### config.mk
export PLATFORM = sky130hd
export DESIGN_NAME = queue_burst_reader
export DESIGN_NICKNAME = d
export VERILOG_FILES = /design/src/rtl/qread_pkg.sv /design/src/rtl/qread_skid.sv /design/src/rtl/queue_burst_reader.sv
export SDC_FILE = /design/constraint.sdc
export NUM_CORES = 1
export LEC_CHECK = 0
export ABC_AREA = 1
export CORE_MARGIN = 8
export CORE_UTILIZATION = 40
export CTS_CLUSTER_SIZE = 8
export DETAILED_ROUTE_END_ITERATION = 16
export PLACE_DENSITY = 0.59
export SYNTH_ARGS = -nofsm -noshare
export SYNTH_HDL_FRONTEND = slang
export SYNTH_SLANG_ARGS = --single-unit
### constraint.sdc
create_clock -name clk -period 2.1 [get_ports clk]
set_clock_uncertainty 0.05 [all_clocks]
set_input_delay 0.21 -clock clk [delete_from_list [all_inputs] [get_ports clk]]
set_output_delay 0.21 -clock clk [all_outputs]
set_load 0.01 [all_outputs]
### src/rtl/qread_pkg.sv
// Shared types and constants for the queue burst reader.
// Optional statistics are enabled by defining QREAD_STATS_EN.
package qread_pkg;

  typedef enum logic [1:0] {
    IDLE,
    READ,
    DRAIN,
    DONE
  } qread_state_t;

  // The skid holds the words still on their way to the stream. Two entries
  // cover the queue's one-cycle read latency at one word per cycle.
  localparam int SKID_DEPTH = 2;
  localparam int OCC_W      = $clog2(SKID_DEPTH + 1);

endpackage

### src/rtl/qread_skid.sv
// Two-entry FIFO of {last, data}. Entry 0 is the head and drives the outputs
// directly from a register. A push into a full skid is prevented upstream by
// the reader's dequeue credit.
module qread_skid
  import qread_pkg::*;
#(
  parameter int WIDTH = 8
) (
  input  logic             clk,
  input  logic             rst,
  input  logic             push,
  input  logic [WIDTH-1:0] push_data,
  input  logic             push_last,
  input  logic             pop,
  output logic             valid,
  output logic [WIDTH-1:0] data,
  output logic             last,
  output logic [OCC_W-1:0] occ
);

  logic [WIDTH:0] mem [SKID_DEPTH];
  logic [WIDTH:0] push_entry;
  logic           do_pop;

  assign push_entry = {push_last, push_data};
  assign do_pop     = pop && (occ != '0);

  // Shift-style storage: pops move entry 1 to the head, pushes fill the first free slot.
  // NOTE: state and storage use non-blocking assignments so every read in this block sees pre-edge values.
  always_ff @(posedge clk or posedge rst) begin
    if (rst) begin
      occ    <= '0;
      // NOTE: the entries are reset too, because the head entry drives the stream data port, which must read 0 out of reset.
      mem[0] <= '0;
      mem[1] <= '0;
    end else begin
      case ({push, do_pop})
        2'b10: begin
          if (occ == '0) mem[0] <= push_entry;
          else           mem[1] <= push_entry;
          occ <= occ + OCC_W'(1);
        end
        2'b01: begin
          mem[0] <= mem[1];
          occ    <= occ - OCC_W'(1);
        end
        2'b11: begin
          if (occ == OCC_W'(1)) begin
            mem[0] <= push_entry;
          end else begin
            mem[0] <= mem[1];
            mem[1] <= push_entry;
          end
        end
        default: ;
      endcase
    end
  end

  assign valid = (occ != '0);
  assign data  = mem[0][WIDTH-1:0];
  assign last  = mem[0][WIDTH];

endmodule

### src/rtl/queue_burst_reader.sv
// Drain-side burst controller for the parameterized queue. Pops up to
// burst_len words, absorbs the queue's one-cycle read latency in a two-entry
// skid and delivers the words on a valid/ready stream tagged with m_last.
// Define QREAD_STATS_EN to add the word_count and stall_count outputs.
module queue_burst_reader
  import qread_pkg::*;
#(
  parameter int WIDTH = 8,
  parameter int LEN_W = 8
) (
  input  logic             clk,
  input  logic             rst,
  input  logic             start,
  input  logic [LEN_W-1:0] burst_len,
  output logic             busy,
  output logic             done,
  output logic             q_deq,
  input  logic             q_empty,
  input  logic [WIDTH-1:0] q_data,
  output logic             m_valid,
  input  logic             m_ready,
  output logic [WIDTH-1:0] m_data,
  output logic             m_last
`ifdef QREAD_STATS_EN
  ,
  output logic [31:0]      word_count,
  output logic [31:0]      stall_count
`endif
);

  qread_state_t     state;
  logic [LEN_W-1:0] remaining;
  logic             in_flight;
  logic             in_flight_last;
  logic             credit;
  logic             skid_pop;
  logic [OCC_W-1:0] skid_occ;

  // A word accepted downstream this cycle frees its slot for a same-cycle dequeue,
  // which keeps a full-rate stream going with only two slots.
  assign skid_pop = m_valid && m_ready;
  assign credit   = (32'(skid_occ) + 32'(in_flight)) < (32'd2 + 32'(skid_pop));
  assign q_deq    = (state == READ) && !q_empty && (remaining != '0) && credit;

  // Burst sequencing; busy and done are registered alongside the state.
  always_ff @(posedge clk or posedge rst) begin
    if (rst) begin
      state     <= IDLE;
      remaining <= '0;
      busy      <= 1'b0;
      done      <= 1'b0;
    end else begin
      done <= 1'b0;
      case (state)
        IDLE: begin
          if (start) begin
            busy <= 1'b1;
            if (burst_len != '0) begin
              remaining <= burst_len;
              state     <= READ;
            end else begin
              state <= DONE;
              done  <= 1'b1;
            end
          end
        end
        READ: begin
          if (q_deq) begin
            remaining <= remaining - LEN_W'(1);
            if (remaining == LEN_W'(1)) state <= DRAIN;
          end
        end
        DRAIN: begin
          // Finish once nothing is in flight and the last buffered word leaves.
          if (!in_flight && ((skid_occ == '0) || ((skid_occ == OCC_W'(1)) && skid_pop))) begin
            state <= DONE;
            done  <= 1'b1;
          end
        end
        DONE: begin
          state <= IDLE;
          busy  <= 1'b0;
        end
      endcase
    end
  end

  // Track the dequeue whose data arrives next cycle and whether it ends the burst.
  always_ff @(posedge clk or posedge rst) begin
    if (rst) begin
      in_flight      <= 1'b0;
      in_flight_last <= 1'b0;
    end else begin
      in_flight      <= q_deq;
      in_flight_last <= q_deq && (remaining == LEN_W'(1));
    end
  end

  // The returning queue word is always captured: credit guarantees a free slot.
  qread_skid #(
    .WIDTH(WIDTH)
  ) u_skid (
    .clk       (clk),
    .rst       (rst),
    .push      (in_flight),
    .push_data (q_data),
    .push_last (in_flight_last),
    .pop       (skid_pop),
    .valid     (m_valid),
    .data      (m_data),
    .last      (m_last),
    .occ       (skid_occ)
  );

`ifdef QREAD_STATS_EN
  // Free-running transfer and underrun counters, wrapping modulo 2**32.
  always_ff @(posedge clk or posedge rst) begin
    if (rst) begin
      word_count  <= '0;
      stall_count <= '0;
    end else begin
      if (skid_pop) word_count <= word_count + 32'd1;
      if ((state == READ) && q_empty) stall_count <= stall_count + 32'd1;
    end
  end
`endif

endmodule

==> impl_metrics.py, run 1 <==
metrics = {
    "power_and_ir_drop": {
        "pwr-share-seq": 0.294,
        "total_leakage_power_uw": 0.00134,
        "p_sw_uw": 1720,
        "power.internal_uw": 2190,
        "vdd_drop_max_mv": 0.728,
        "swShare": 0.440,
        "p_comb_frac": 0.577,
        "power_frac_clock": 0.129,
        "powerDensity_nw_per_um2": 1430,
    },
    "logic_synthesis": {
        "synthCells": 270,
        "ys_seq_area_frac": 0.395,
        "synth_warnings": 0,
        "syn-cell-area_um2": 2150,
        "synthDistinctLibCells": 28,
        "synth_area_leaders": "dfrtp_1 (40%), nand2_1 (12%), ha_1 (8.1%), inv_1 (7.8%), mux2_2 (4.7%)",
        "syn-num-nets": 305,
        "yosysTopAreaCell": "dfrtp_1",
        "synth_top_area_frac": 0.395,
        "ys_ff_latch": 34,
        "syn-mean-instance-area_um2": 7.98,
    },
    "finish": {
        "num-nets-final": 346,
        "fillCellCount": 533,
        "fin_cells": 382,
        "antenna_cells": 0,
        "synthToLayoutAreaGrowth_pct": 27.1,
        "drive_gt1_frac": 0.179,
        "fin_util": 0.533,
    },
    "sta": {
        "fin_setup_tns_ps": 0,
        "fmax_ghz": 0.508,
        "worst_pin_slew_ps": 442,
        "min_period_ps": 1970,
        "final_max_slew_viol_count": 0,
        "setup_viol": 0,
        "slew_headroom": 0.706,
        "fin_crit_sh": 0.938,
        "grt_setup_unrepaired": "false",
        "hold_viol": 0,
    },
    "detailed_routing": {
        "avgViaCountPerCell": 4.77,
        "routed-via-count": 1824,
        "wl_per_cell_um": 12.9,
        "dr.pass1.iters": 4,
        "drt_iter0_markers": 56,
        "wl_um": 4930,
        "drc": 0,
        "drtAntennaViolNets": 0,
    },
    "floorplanning": {
        "die_w_um": 89.4,
        "dieArea_um2": 7990,
        "core_area_um2": 5140,
        "die_h_um": 89.4,
        "start_util": 0.419,
        "io_pins": 34,
        "num_rows": 26,
    },
    "global_route": {
        "grt_pass1_vias": 1750,
        "grt_max_degree": 35,
        "overflow": 0,
        "grtUsageTotal": 0.132,
        "grt_antenna_before_repair": 0,
        "grt_pass1_wl_um": 8140,
    },
    "critical_path": {
        "worstReg2RegStart": "u_skid.occ[0]",
        "r2r-end": "u_skid.data[7]",
        "crit_start": "u_skid.occ[0]",
        "setup.worst_path.end_class": "flip-flop",
        "worst-path-max-fanout": 5,
        "cp-start-kind": "flip-flop",
        "required_ps": 2220,
        "critPathKind": "flip-flop to flip-flop",
        "reg2reg_depth": 11,
        "crit_arrival_ps": 2090,
        "reg2reg_slack_ps": 130,
    },
    "flow_run": {
        "maxCapViolCount": 0,
    },
    "clocking": {
        "insertion_delay_ps": 290,
        "cts_tree": "built",
        "cts_sinks": 34,
        "clockBufferDepth": 2,
        "numCtsBuffers": 5,
        "htreeDepth": 2,
        "root_buffer": "clkbuf_8",
        "clkTransAtPathRegs_ps": 70,
        "hold_buffers": 0,
    },
    "placement": {
        "dpl.cell_count": 370,
        "io_buffers": 33,
        "globalplace.congestion": 0.849,
        "hpwl_um": 3570,
    },
    "status": {
        "status": "finished clean",
    },
    "worst_hold_path": {
        "hold_path.class": "input pin to asynchronous set/reset pin",
    },
}
-- cells in the final DEF (no fill, tap or decap), types with 11 or more instances in the layout --
cell             Yosys  layout
ha_1                14      12
clkdlybuf4s50_1      0      32
nand3_1             11      11
nand2_1             68      66
inv_1               45      41
dfrtp_1             34      34
nor2_1              19      19
-- critical path: stages, from the launching register on --
cell and delay [ps]:
dfrtp_1 420, inv_2 60, ha_2 170, inv_2 50, nand2_2 70, inv_2 50, ha_1 200, buf_4 150
a21oi_4 140, buf_6 140, o22ai_1 70, mux2_2 270
-- sequential cells by signal, indices dropped and copies added (netlist names), 2 cells and up --
register	cells
remaining	8
state	2
u_skid.occ	2
u_skid.data	8
u_skid.mem	9
-- per-layer routing --
layer,global-route usage,part of all wire,vias to the layer above
met4,0.0438,0.012,0
met3,0.0331,0.044,6
met1,0.164,0.47,853
met5,0,0,-
li1,-,-,934
met2,0.218,0.48,31
-- Yosys cell counts --
library cell and count:
o21ai_1 10, nand3b_1 1, mux2_2 9, dfrtp_1 34, nand2_1 68, buf_4 9
o21ai_0 9, nand4_1 7, nor2_4 1, nor2_2 3, nand3_1 11, inv_2 3
buf_2 2, a21oi_4 1, inv_1 45, nor3_2 1, nand3_4 2, a21oi_1 1
nand2_4 1, nand2_2 3, xnor2_1 2, nor3_1 1, ha_1 14, a21oi_2 2
o22ai_1 9, a22o_1 1, o21ai_2 1, nor2_1 19
-- through the flow --
step	instance area, um^2	setup slack (ps)	hold slack, ps	total power, uW
after floorplan	2150	111	302	2710
after global placement	2550	90.5	425	3280
after detailed placement	2550	6.67	429	3300
after CTS	2660	2.72	278	3830
after global routing	2740	7.13	330	4300
final	2740	131	260	3920
-- area by class of cell --
type | count | area (um^2) | area share
multi-input cells | 178 | 1100 | 0.403
flip-flops and latches | 34 | 851 | 0.311
repair buffers | 44 | 420 | 0.154
inverters | 48 | 180 | 0.0658
well taps | 70 | 87.6 | 0.0320
clock buffers | 6 | 82.6 | 0.0302
clock inverters | 2 | 12.5 | 0.00457
-- worst max path at each step --
| stage | to | slack [ps] | cells past startpoint |
|---|---|---|---|
| after CTS | q_deq | 3 | 6 |
| after global routing | q_deq | 7 | 7 |
| after detailed placement | u_skid.data[7] | 7 | 9 |
| after global placement | u_skid.data[5] | 90 | 9 |
| after floorplan | u_skid.data[0] | 110 | 10 |
| final | u_skid.data[7] | 130 | 11 |
-- cells by family after synthesis --
kind of cell / synth area share
compound gates: 0.0965
xor+xnor: 0.00814
fa+ha+maj: 0.0813
buf+inv: 0.120
flops: 0.395
mux: 0.0471
simple gates: 0.252
-- power groups by stage --
stage	Clock [uW]	Combinational, uW	Sequential (uW)
2_1_floorplan	0	1590	1120
3_3_place_gp	0	2120	1160
3_5_place_dp	0	2140	1160
4_1_cts	522	2150	1150
5_1_grt	550	2550	1200
6_report	504	2260	1150
-- what timing repair did --
item / in CTS / in global routing
endpoints found under the hold margin: 0 / 0
buffers inserted: 0 / 2
pin swaps: 1 / 2
endpoints found under the setup margin: 3 / 19
cloned: 0 / 2
resized for setup: 2 / 17
No activity file was read; power rests on OpenSTA's default activity.
==> run 2, diff against run 1 <==
CAP_MARGIN = 20   (was unset)
==> results of run 2 <==
Final layout, timing and power as in run 1 (identical DEF).
